**src/rtl/dsp_imem_arbiter_pkg.sv**
```systemverilog
// rtl/dsp_imem_arbiter_pkg.sv - shared widths and state encoding for the instruction memory arbiter
package dsp_imem_arbiter_pkg;

  localparam int MEM_ADDR_LEN  = 16;
  localparam int INST_WORD_LEN = 32;

  typedef enum logic [1:0] {
    ST_RUN    = 2'd0,
    ST_HALTED = 2'd1,
    ST_STEP   = 2'd2,
    ST_RESUME = 2'd3
  } arb_state_t;

endpackage

```
**src/rtl/dsp_imem_arbiter.sv**
```systemverilog
// rtl/dsp_imem_arbiter.sv - instruction memory port arbiter between fetch and host, with run/halt/step control
module dsp_imem_arbiter
  import dsp_imem_arbiter_pkg::*;
#(
  parameter int ADDR_W      = MEM_ADDR_LEN,
  parameter int INST_W      = INST_WORD_LEN,
  parameter bit BOOT_HALTED = 1'b1
) (
  input  logic              clk,
  input  logic              rst,
  input  logic [ADDR_W-1:0] fetch_addr,
  output logic [INST_W-1:0] fetch_data,
  output logic              fetch_stall,
  input  logic              halt_req,
  input  logic              step_req,
  output logic              halted,
  input  logic              host_req,
  input  logic              host_we,
  input  logic [ADDR_W-1:0] host_addr,
  input  logic [INST_W-1:0] host_wdata,
  output logic              host_ack,
  output logic [INST_W-1:0] host_rdata,
  output logic [ADDR_W-1:0] mem_addr,
  output logic              mem_we,
  output logic [INST_W-1:0] mem_wdata,
  input  logic [INST_W-1:0] mem_rdata
);

  localparam arb_state_t RST_STATE = BOOT_HALTED ? ST_HALTED : ST_RUN;

  arb_state_t state;
  logic       steal_block;
  logic       eligible;
  logic       steal;
  logic       serve_rd;
  logic       serve_wr;

  // host_ack gates eligibility so a held request is not served twice
  assign eligible   = host_req && !host_ack;
  assign steal      = (state == ST_RUN) && eligible && !host_we && !steal_block;
  assign serve_wr   = (state == ST_HALTED) && eligible && host_we;
  assign serve_rd   = steal || ((state == ST_HALTED) && eligible && !host_we);

  assign fetch_data = mem_rdata;
  assign mem_wdata  = host_wdata;
  assign halted     = (state == ST_HALTED);

  always_comb begin
    mem_addr    = fetch_addr;
    mem_we      = 1'b0;
    fetch_stall = 1'b0;
    case (state)
      ST_RUN: begin
        if (steal) begin
          mem_addr    = host_addr;
          fetch_stall = 1'b1;
        end
      end
      ST_HALTED: begin
        fetch_stall = 1'b1;
        if (eligible) begin
          mem_addr = host_addr;
          mem_we   = host_we;
        end
      end
      ST_STEP:   fetch_stall = 1'b0;
      ST_RESUME: fetch_stall = 1'b1;
      default:   fetch_stall = 1'b1;
    endcase
  end

  always_ff @(posedge clk or negedge rst) begin
    if (!rst) begin
      state       <= RST_STATE;
      host_ack    <= 1'b0;
      host_rdata  <= '0;
      steal_block <= 1'b0;
    end else begin
      host_ack    <= serve_rd || serve_wr;
      steal_block <= steal;
      if (serve_rd) begin
        host_rdata <= mem_rdata;
      end
      case (state)
        ST_RUN: begin
          if (halt_req) state <= ST_HALTED;
        end
        ST_HALTED: begin
          // a served host access wins; a coincident step pulse is lost
          if (!eligible) begin
            if (step_req)      state <= ST_STEP;
            else if (!halt_req) state <= ST_RESUME;
          end
        end
        ST_STEP:   state <= ST_HALTED;
        ST_RESUME: state <= halt_req ? ST_HALTED : ST_RUN;
        default:   state <= RST_STATE;
      endcase
    end
  end

endmodule

```
**config.mk**
```make
export PLATFORM = sky130hd
export DESIGN_NAME = dsp_imem_arbiter
export DESIGN_NICKNAME = d
export VERILOG_FILES = /design/src/rtl/dsp_imem_arbiter_pkg.sv /design/src/rtl/dsp_imem_arbiter.sv
export SDC_FILE = /design/constraint.sdc
export NUM_CORES = 1
export LEC_CHECK = 0
export ABC_AREA = 1
export ABC_CLOCK_PERIOD_IN_PS = 2500
export CAP_MARGIN = 20
export CORE_ASPECT_RATIO = 1.1
export CORE_MARGIN = 2
export CORE_UTILIZATION = 34
export CTS_CLUSTER_SIZE = 25
export DETAILED_ROUTE_END_ITERATION = 10
export PLACE_DENSITY = 0.88
export SYNTH_ARGS = -nofsm -noshare
export SYNTH_HDL_FRONTEND = slang
export SYNTH_SLANG_ARGS = --single-unit
```
**constraint.sdc**
```tcl
create_clock -name clk -period 2.5 [get_ports clk]
set_input_delay 0.625 -clock clk [delete_from_list [all_inputs] [get_ports clk]]
set_output_delay 0.625 -clock clk [all_outputs]
set_load 0.005 [all_outputs]
```
# ---- Yosys cells after proc, flatten, opt, wreduce, memory -nomap -nowiden
# Cells that the tools add are included.
# Widths: inputs -> output; s select.
dict set report op_classes {
  reduce_logical 15
  muxes 13
  n_eq_ne 6
}
# cell count
set ops {}
lappend ops {{$mux 16} 2}
lappend ops {{$pmux 16 s2} 1}
lappend ops {{$mux 2} 4}
lappend ops {{$pmux 2 s4} 1}
lappend ops {{$logic_and 1x1->1} 7}
lappend ops {{$eq 2x2->1 const B} 2}
lappend ops {{$mux 1} 4}
lappend ops {{$ne 2x2->1 const B} 2}
lappend ops {{$logic_not 1->1} 3}
lappend ops {{$ne 3x3->1 const B} 1}
lappend ops {{$pmux 1 s3} 1}
lappend ops {{$reduce_and 3->1} 1}
lappend ops {{$eq 2x1->1 const B} 1}
lappend ops {{$logic_not 2->1} 1}
lappend ops {{$logic_or 1x1->1} 2}
lappend ops {{$reduce_or 2->1} 1}
dict set report word_totals {
  in_bits 102
  register_bits 36
  elab_cells 38
  output_inout_bits 116
}

# ---- Depth between registers and ports, before layout
# Gate-level depths: netlist of run 1.
dict set report logic_depth {
  depth_word 7
  depth_mapped 8
  mapped_depth_nobuf 7
}

# ---- Least setup slack after synthesis of run 1
# Ideal clock, no wire load.
dict set report synth_path {
  path_type {input to output}
  startpoint {input port host_req}
  endpoint {output port mem_addr[0]}
  path_buffers 2
  required_ns 1.875
  path_slack_ns 0.471
  t_arrival_ns 1.404
  cell_stages 8
  path_cell_list {inv_1 -> nor2_1 -> nand2_1 -> buf_4 -> buf_6 -> nand3_1 -> nand2_1 -> inv_1}
}
dict set report synth_via {
  elab_chain_cells 6
  elab_cells_between_ends 7
  cone_classes {mux (3); reduce/logical (4)}
}
# element line
set synth_lines {}
lappend synth_lines {{start, declared} dsp_imem_arbiter.sv:17} ;# input logic host_req,
lappend synth_lines {{$logic_and 1x1->1 (*)} dsp_imem_arbiter.sv:39} ;# assign eligible = host_req && !host_ack;
lappend synth_lines {{$logic_and 1x1->1 (3 in a row)} dsp_imem_arbiter.sv:40} ;# assign steal = (state == ST_RUN) && eligible && !host_we && !steal_block;
lappend synth_lines {{$mux 16} dsp_imem_arbiter.sv:54} ;# if (steal) begin
lappend synth_lines {{$pmux 16 s2 (*)} dsp_imem_arbiter.sv:52} ;# case (state)
lappend synth_lines {{end, declared} dsp_imem_arbiter.sv:23} ;# output logic [ADDR_W-1:0] mem_addr,
# Every way passes the cells marked *; elsewhere a longest branch is shown, timed or not.

# ---- Worst setup path after layout of run 1
# Same ends and word-level chain as after synthesis.

==> qor.txt, run 1 <==
Post-synth top area share -> 36.8%
Relative slew margins -> 48.4%
Leakage -> 2.00 nW
Post-layout nets -> 533
Grt total ovfl -> 0
Crit path max-delay family -> buffers and inverters
Vias in the first global route -> 2498
Setup tns final -> 0 ns
CTS tree -> built
Fin. Hold Viols -> 0
Synth Net Count -> 432
Critical path's slowest cell -> dlygate4sd2_1
Worst-path clk slew -> 0.07 ns
Nature of the critical path endpoint -> primary output
Core Box Area -> 6670 sq um
WL final -> 7460 um
Synth Cell Area -> 2380 sq um
Total die area -> 7680 sq um
# port buffers -> 153
Asr flop ratio synth -> 100%
Drt pass-1 iters -> 4
EDFF count, synth -> 0
#FFs+latches synth -> 36
Clk buf depth -> 2
Final critical-path share of the clock period -> 96.4%
Synth top cells by count -> nand2_1 (99), buf_4 (68), inv_1 (53), nand3_1 (48), dfrtp_1 (35)
Reg2reg path depth -> 10
First DRT Iteration DRCs -> 78
DP Cell Count -> 497
Register area share after synthesis -> 37.9%
Htree depth -> 2
Clk_lat worst skew -> 0.28 ns
Final Critical Period -> 2.41 ns
Final worst slack -> 0.0893 ns
Row count -> 31
Most frequent cell after synthesis -> nand2_1
Synth Instances -> 330
CP Cell Sequence -> dlygate4sd2_1 > inv_2 > nor2_4 > buf_6 > nand2_8 > buf_12 > nand3_1 > nand2_1 > inv_1 > clkdlybuf4s15_2
Total track usage -> 18.9%
Dpl hpwl -> 5560 um
Synth top area cells -> dfrtp_1 (37%), buf_4 (21%), nand2_1 (16%), nand3_1 (10%), inv_1 (8.4%)
Type of the worst min-delay path -> input port to async pin
Initial antenna violation count -> 0
Antenna Cells -> 0
Hold buffers post-CTS -> 0
Power Density -> 915 nW/um^2
Setup Skew -> 0.00776 ns
FF+latch area -> 902 sq um
DR WL/cell -> 14.5 um
Final Setup Violations -> 0
Most common flop cell mapped by yosys -> dfrtp_1
Type of origin of the critical path -> input port
Status -> finished, final reports clean
Crit path arrival time -> 1.79 ns
Root Driver -> clkbuf_8
Syn Area/Cell -> 7.20 sq um
Maximum vdd drop -> 0.000490 V
Fmax -> 0.415 GHz
Share of cells above drive strength 1 -> 12.5%
Dpl ws -> -0.525 ns
Antenna viol nets, final -> 0
Max-slew violations -> 0
Multi-input combinational cell area -> 797 sq um
Fin cells -> 514
Drt drc -> 0
Pin count of the biggest net entering global routing -> 37
Routed vias -> 2348
CP bufs+invs -> 6
Distinct cell type count after synthesis -> 17
Critical setup path kind -> input port to primary output
Fillcell total -> 586
Actual transition at the worst max-transition pin -> 0.774 ns
WP depth -> 10
Die height -> 91.7 um
Layout area overhead -> 61.7%
Starting Density -> 35.6%
Critical Path RT -> 1.88 ns
First-pass GRT wire length -> 11600 um
Synth area leader -> dfrtp_1
Num CTS Buffers -> 5
Die X-Extent -> 83.7 um
Maxcap violations -> 0
# IOs -> 218
Hold slack -> 0.416 ns
Critical Path Fanout Max -> 10
Clk sink count -> 36
Routed vias/inst -> 4.57
GPL Wtd Cong -> 0.782
Critical path's largest stage delay -> 0.20 ns
Yosys warnings -> 0
Final Core Density -> 57.6%
-- routing by layer --
layer	up-vias	routed length, um	track usage [%]
met5	-	0	0
met4	0	119	6.45
met3	12	917	8.82
met2	152	3770	34.3
met1	1059	2660	19.1
li1	1125	-	-
-- power breakdown --
group	internal (mW)	leakage [nW]	switching (mW)
sequential	0.855	0.450	0.163
combinational	1.12	1.49	0.830
clock	0.352	0.0645	0.202
-- worst paths after layout --
| path | from | endpoint | slack (ns) |
|---|---|---|---|
| worst max-delay path | host_req | mem_addr[0] | 0.09 |
| worst min-delay path | rst | host_rdata[8] | 0.42 |
| worst max register to register | state[1] | host_rdata[0] | 0.58 |
| worst min register to register | host_rdata[1] | host_rdata[1] | 0.51 |
| max in group asynchronous | rst | state[1] | 1.59 |
| min in group clk | host_rdata[1] | host_rdata[1] | 0.51 |
-- flip-flops by register name, summed over array words and instances (netlist names) --
signal and count:
host_rdata 32, state 2, host_ack 1, steal_block 1
-- area by class of cell --
class	count	share of cell area (%)
Clock buffer	7	2.51
Sequential cell	36	23.5
Clock inverter	1	0.781
Multi-Input combinational cell	162	20.7
Tap cell	82	2.67
Inverter	56	5.47
Timing Repair Buffer	170	44.4
-- what timing repair did --
item	4_1_cts	5_1_grt
pin swaps	3	2
resized for setup	59	9
gates cloned	2	1
setup endpoints to repair	18	15
buffers inserted	7	0
-- layout by cell type (no fill, tap or decap), types with 4 or more instances in the layout --
cell type	instances
buf_12	4
buf_4	9
clkbuf_2	5
clkbuf_8	7
clkdlybuf4s15_1	6
clkdlybuf4s15_2	4
clkdlybuf4s50_1	132
dfrtp_1	35
dlygate4sd2_1	4
inv_1	52
inv_2	4
nand2_1	98
nand3_1	45
-- per-stage QoR --
step                instance area, sq um  power, mW
floorplan                           2380       1.81
global placement                    3550       2.80
detailed placement                  3550       2.85
CTS                                 3850       3.55
global route                        3840       3.79
finish                              3840       3.52
-- logic make-up (layout without fill, tap and decap cells) --
kind of cell / count (synthesis) / after routing / share of synthesized area, %
AOI/OAI and AO/OA: 3 / 3 / 0.895
buffers and inverters: 134 / 234 / 32.8
DFF: 36 / 36 / 37.9
and+or+nand+nor: 157 / 159 / 28.4
Power figures use the tool's default switching activity.
==> run 2: changes to the inputs <==
--- a/config.mk
+++ b/config.mk
@@ -7,7 +7,6 @@
 export LEC_CHECK = 0
 export ABC_AREA = 1
 export ABC_CLOCK_PERIOD_IN_PS = 2500
-export CAP_MARGIN = 20
 export CORE_ASPECT_RATIO = 1.1
 export CORE_MARGIN = 2
 export CORE_UTILIZATION = 34
==> results of run 2 <==
The final DEF is identical to that of run 1; final timing and power are the same.
